[config.mk]
export PLATFORM = sky130hd
export DESIGN_NAME = triagem_arbiter
export DESIGN_NICKNAME = d
export VERILOG_FILES = /design/src/rtl/triagem_arbiter.sv
export SDC_FILE = /design/constraint.sdc
export NUM_CORES = 1
export LEC_CHECK = 0
export CAP_MARGIN = 20
export CORE_MARGIN = 2
export CORE_UTILIZATION = 41
export CTS_CLUSTER_DIAMETER = 40
export DETAILED_ROUTE_END_ITERATION = 8
export HOLD_SLACK_MARGIN = 0.1
export PLACE_DENSITY_LB_ADDON = 0.1
export SYNTH_ARGS = -nofsm -noshare
export SYNTH_HDL_FRONTEND = slang
export SYNTH_SLANG_ARGS = --single-unit
[constraint.sdc]
create_clock -name clk -period 3.7 [get_ports clk]
set_clock_uncertainty 0.2 [all_clocks]
set_input_delay 0.74 -clock clk [delete_from_list [all_inputs] [get_ports clk]]
set_output_delay 0.74 -clock clk [all_outputs]
set_load 0.01 [all_outputs]
[src/rtl/triagem_arbiter.sv]
// triagem_arbiter: round-robin owner of the shared deposit classifier with per-station saturating credits
// Ports:
//   clk, reset          rising-edge clock, asynchronous active-high reset
//   req0, req1          level-held deposit requests, dropped once done is seen
//   spend0, spend1      one-cycle pulses that consume one credit from a station
//   cqs, cqn            classifier verdict: valid item / invalid item
//   grant0, grant1      one-hot classifier ownership (GRANT and CLASSIFY only)
//   done                transaction finished, owner must drop its request
//   accept, discard     one-cycle verdict pulses
//   timeout_err         one-cycle pulse when the classifier never resolved
//   credit0, credit1    saturating per-station credit counts
module triagem_arbiter #(
   parameter int CNT_W   = 8,
   parameter int TIMEOUT = 16
) (
   input  logic             clk,
   input  logic             reset,
   input  logic             req0,
   input  logic             req1,
   input  logic             spend0,
   input  logic             spend1,
   input  logic             cqs,
   input  logic             cqn,
   output logic             grant0,
   output logic             grant1,
   output logic             done,
   output logic             accept,
   output logic             discard,
   output logic             timeout_err,
   output logic [CNT_W-1:0] credit0,
   output logic [CNT_W-1:0] credit1
);
   typedef enum logic [1:0] {IDLE, GRANT, CLASSIFY, RELEASE} state_t;
   state_t state, state_n;
   logic owner, owner_n, last, last_n;
   logic [7:0] timer, timer_n;
   logic acc_n, dis_n, to_n, req_own, busy_n;
   logic [CNT_W-1:0] credit0_n, credit1_n;
   assign req_own = owner ? req1 : req0;
   always_comb begin
      state_n = state;
      owner_n = owner;
      last_n  = last;
      timer_n = timer;
      acc_n   = 1'b0;
      dis_n   = 1'b0;
      to_n    = 1'b0;
      case (state)
         IDLE:
            if (req0 | req1) begin
               // on a tie the station not served last wins
               owner_n = (req0 & req1) ? ~last : req1;
               state_n = GRANT;
            end
         GRANT: begin
            state_n = CLASSIFY;
            timer_n = 8'd0;
         end
         CLASSIFY:
            if (cqs & ~cqn) begin
               acc_n   = 1'b1;
               state_n = RELEASE;
               last_n  = owner;
            end else if (cqn & ~cqs) begin
               dis_n   = 1'b1;
               state_n = RELEASE;
               last_n  = owner;
            end else if (timer == 8'(TIMEOUT - 1)) begin
               to_n    = 1'b1;
               state_n = RELEASE;
               last_n  = owner;
            end else begin
               timer_n = timer + 8'd1;
            end
         RELEASE:
            if (!req_own) state_n = IDLE;
         default: state_n = IDLE;
      endcase
   end
   assign busy_n = (state_n == GRANT) || (state_n == CLASSIFY);
   // increment and spend together cancel; increment saturates, spend floors at zero
   always_comb begin
      credit0_n = credit0;
      credit1_n = credit1;
      if (acc_n & ~owner & ~spend0) credit0_n = (&credit0) ? credit0 : credit0 + CNT_W'(1);
      else if (spend0 & ~(acc_n & ~owner)) credit0_n = (credit0 == '0) ? credit0 : credit0 - CNT_W'(1);
      if (acc_n & owner & ~spend1) credit1_n = (&credit1) ? credit1 : credit1 + CNT_W'(1);
      else if (spend1 & ~(acc_n & owner)) credit1_n = (credit1 == '0) ? credit1 : credit1 - CNT_W'(1);
   end
   always_ff @(posedge clk or posedge reset) begin
      if (reset) begin
         state       <= IDLE;
         owner       <= 1'b0;
         last        <= 1'b1;
         timer       <= 8'd0;
         grant0      <= 1'b0;
         grant1      <= 1'b0;
         done        <= 1'b0;
         accept      <= 1'b0;
         discard     <= 1'b0;
         timeout_err <= 1'b0;
         credit0     <= '0;
         credit1     <= '0;
      end else begin
         state       <= state_n;
         owner       <= owner_n;
         last        <= last_n;
         timer       <= timer_n;
         grant0      <= busy_n & ~owner_n;
         grant1      <= busy_n & owner_n;
         done        <= state_n == RELEASE;
         accept      <= acc_n;
         discard     <= dis_n;
         timeout_err <= to_n;
         credit0     <= credit0_n;
         credit1     <= credit1_n;
      end
   end
endmodule

== Word level (Yosys, flattened, before mapping) ==
Index checks and enable logic that the tools add are counted.
Storage, ports and cells
  register bits after elaboration: 34
  word-level logic and storage cells: 100
Cells by class
  bitwise logic cells: 21
  muxes and demuxes: 34
  reductions and logical operators: 14
  add/subtract/negate cells: 5
  eq/ne operators: 14
Operator list (number)
  $mux 8: 11
  $add 8x1->8 const B: 3
  $logic_not 8->1: 2
  $mux 1: 16
  $pmux 8 s2: 1
  $reduce_and 8->1: 2
  $sub 8x1->8 const B: 2
  $ne 2x2->1 const B: 7
  $and 1x1->1: 11
  $mux 2: 5
  $not 1->1: 9
  $eq 2x2->1 const B: 4
  $eq 8x4->1 const B: 1
  $pmux 2 s4: 1
  $reduce_and 3->1: 2
  $reduce_bool 2->1: 3
  $eq 2x1->1 const B: 2
  $reduce_and 4->1: 1
  $reduce_bool 3->1: 1
  $logic_not 2->1: 1
  $reduce_and 2->1: 1
  $logic_or 1x1->1: 1
  $or 1x1->1: 1

== Depth between registers and ports, before layout ==
  depth after elaboration: 9
  gate-level depth with buffers: 12
  depth with buffers taken out: 12

== Least setup slack after synthesis ==
Ideal clock, no wire load.
  path type: input -> register
  from: in cqn
  to: reg credit0[7]
  data required time: 3421 ps
  path slack: 444 ps
  arrival: 2977 ps
  cell stages on the path: 12
  path through: inv_1 -> ha_1 -> and2_1 -> nor2b_1 -> ha_1 -> inv_1 -> ha_1 -> a211oi_1 -> nor3_1 -> o311a_1 -> a2111oi_2 -> xor2_1
Between the ends
  cells in the longest elaborated chain, start to end: 9
  elaborated cells between the ends (all ways): 13
RTL lines
  start, declared: line 23  | input logic cqn,
  $not 1->1 *: line 60  | if (cqs & ~cqn) begin
  $and 1x1->1 *: line 60
  $mux 1 *: line 60
  $mux 1 *: line 48  | case (state)
  named net acc_n: line 37  | logic acc_n, dis_n, to_n, req_own, busy_n;
  $and 1x1->1 *: line 85, 86
  $not 1->1: line 86  | else if (spend0 & ~(acc_n & ~owner)) credit0_n = (credit0 == '0) ? credit0 : credit0 - CNT_W'(1);
  $and 1x1->1: line 86
  $reduce_bool 2->1 (no source line)
  $reduce_and 3->1 (no source line)
  end signal, assigned: line 115  | credit0 <= credit0_n;
  end, declared: line 30  | output logic [CNT_W-1:0] credit0,
The timed path passes the listed nets; every way through them passes the cells marked *.
A chain may end at the register's enable or synchronous reset.

== Final worst setup path ==
Ends and elaborated chain as after synthesis.

==> qor.csv <==
metric;value;unit
final.fill_count;457;
synth.top_cells.by_count;dfrtp_1, nand2_1, ha_1;
routed.top_layer;met4;
hold_depth;1;
synth_cell_types;43;
vias;1760;
htree_levels;2;
synth.most_common_cell;dfrtp_1;
route.detailed.drc;0;
drv_slew;0;
yosys_warnings;0;
syn_avg_cell_area;9.56;sq um
wl_met3;178;um
reg2reg_to;credit0[7];
clkLatencyLatePin;0.28;ns
grt_first_pass_wirelength;7.69;mm
wire_per_inst;13.0;um
num-nets-final;309;
start_kind;input port;
rows;26;
multi_input_area;1260;sq um
io_buffers;29;
worstPathArrival;3.50;ns
async_flop_share;100;%
min_to;credit1[7];
ios;30;
synth-seq-cells;34;
drt_first_pass_iters;4;
drive_gt1_share;15.2;%
synth-xor-area-share;6.92;%
outcome;finished clean;
r2r_setup_slack;0.63;ns
yosys.area.top_type;dfrtp_1;
fmax;286;MHz
setup-violations-final;0;
hp-class;flop to flop;
total_power;2400;uW
die_width;76.5;um
syn-cell-area;2150;sq um
clockBufferDepth;2;
power_density;855;nW/um^2
maxSlewHeadroom;58.4;%
viasPerCell;5.00;
core_area;5070;sq um
grt_usage;16.2;%
die_y;76.5;um
grt_pass1_vias;1676;
min_from;credit1[7];
tritoncts;done;
synth_compound_gate_area_share;15.6;%
synth-main-ff-cell;dfrtp_1;
p_leak;0.00125;uW
die_area;5840;sq um
ys_seq_area_share;39.6;%
dpl_cell_area;2680;sq um
cap_violations;0;
seqCellArea;852;sq um
peakVddDrop;0.000402;V
dpl.hpwl;3.44;mm
endpoint_kind;flop;
clk_pin_slew_worst_paths;0.07;ns
syn_nets;253;
grt_overflow;0;
drt_wl_total;4.59;mm
dr_wl_met2;2.20;mm
criticalPathCategory;input port to flop;
rr_startpoint;state[1];
hold_viol;0;
diodes;0;
synth_top_family_by_area;simple AND/OR/NAND/NOR gates;
initial_utilization;42.4;%
final.setup.tns;0;ns
muxShareOfSynthArea;3.20;%
reg2regPathDepth;11;
cts.sinks;34;
worst_pin_slew;0.619;ns
grt_max_degree;35;
ctsHoldBuffers;0;
root_buffer;clkbuf_8;
syn_inst;225;
syn2layout_area_growth;30.5;%
period_share;94.5;%
finalWeightedCongestion;0.809;
postLayoutCellArea;2810;sq um
path_max_fanout;5;
synth_area_leaders;dfrtp_1, ha_1, xor2_1;
synthSimpleGateAreaFrac;19.0;%
antenna_found_initial;0;
met1_length;2.17;mm
yosys.area_share.adder;12.3;%
worstPathRequired;3.71;ns
synth-edff-count;0;
period_needed;3.50;ns
synth_top_area_share;38.4;%
ant_nets;0;
drt_iter0_drc;57;
numCtsBuffers;5;
## sequential cells by signal (all words and copies together) (netlist names)
| name | count |
|---|---|
| credit0 | 8 |
| credit1 | 8 |
| timer | 8 |
| state | 2 |
| accept | 1 |
| discard | 1 |
| done | 1 |
| grant0 | 1 |
| grant1 | 1 |
| last | 1 |
| owner | 1 |
| timeout_err | 1 |
## layer usage
layer,track usage (%),vias to the layer above
met4,4.36,0
met1,20.7,816
met2,27.3,30
met3,4.03,2
met5,0,-
li1,-,912
## timing repair
action	in CTS	in global routing
buffers inserted	0	0
gates resized for setup	0	5
setup endpoints to repair	0	2
## final cells by class
type	instances	area share, %
multi-input combinational	174	44.9
sequential	34	30.3
timing repair buffer	52	16.4
tap	70	3.12
clock buffer	6	2.94
inverter	14	1.87
clock inverter	2	0.446
## critical path, cell delays in order
cell             delay [ns]
clkdlybuf4s50_1        0.47
inv_1                  0.04
ha_1                   0.20
and2_1                 0.16
nor2b_1                0.13
ha_2                   0.20
inv_1                  0.14
ha_1                   0.28
a211oi_2               0.28
nor3_1                 0.09
o311a_1                0.38
a2111oi_4              0.21
xor2_1                 0.16
## report_power, final
group | leakage, uW | switching [uW] | internal [uW]
logic | 0.000773 | 635 | 751
clock network | 0.0000472 | 131 | 149
registers | 0.000425 | 207 | 527
total | 0.00125 | 973 | 1430
## cells by family after synthesis
| kind of cell | after synthesis |
|---|---|
| simple gates | 79 |
| flops | 34 |
| compound gates | 52 |
| xor+xnor | 17 |
| fa+ha+maj | 20 |
| mux | 6 |
| buf+inv | 17 |
## layout by cell type (no fill, tap or decap), types with 2 or more instances in the layout
cell type / synthesis / layout
a221oi_1: 2 / 2
nor2b_1: 6 / 6
clkdlybuf4s50_1: 0 / 29
clkbuf_8: 0 / 6
nor2_1: 13 / 13
o21ai_0: 17 / 17
nor3_1: 7 / 7
nand3b_1: 2 / 2
and2_1: 3 / 3
buf_4: 0 / 22
or3_1: 2 / 2
nor4_1: 2 / 2
fa_1: 2 / 2
o31ai_1: 3 / 3
xor2_1: 11 / 11
ha_1: 18 / 16
a21o_1: 6 / 6
dfrtp_1: 33 / 33
a211oi_1: 4 / 3
and3_1: 5 / 5
a21oi_1: 10 / 10
a31oi_1: 3 / 3
xnor2_1: 6 / 6
nand2_1: 23 / 23
mux2_2: 3 / 3
mux2i_1: 2 / 2
o21bai_1: 2 / 2
nand3_1: 6 / 6
nand4_1: 2 / 2
nand2b_1: 3 / 3
inv_1: 14 / 14
## worst max-delay path by stage
stage	from	to	slack [ns]	cells past startpoint
after detailed placement	cqn	credit0[7]	-0.20	13
final	cqn	credit0[7]	0.20	13
after CTS	cqn	credit0[7]	0.10	13
after global routing	cqn	credit0[7]	-0.007	13
after floorplan	cqn	credit0[7]	0.44	12
after global placement	cqn	credit0[7]	-0.08	13
## through the flow
stage	utilization (%)	instances	worst slack, ns	hold slack (ns)
after global routing	55.3	352	-0.00652	0.339
after floorplan	-	225	0.444	0.269
after CTS	54.6	351	0.101	0.319
final	55.3	352	0.204	0.316
after detailed placement	52.7	343	-0.204	0.311
after global placement	52.7	343	-0.0810	0.295
No activity file was read; power rests on OpenSTA's default activity.
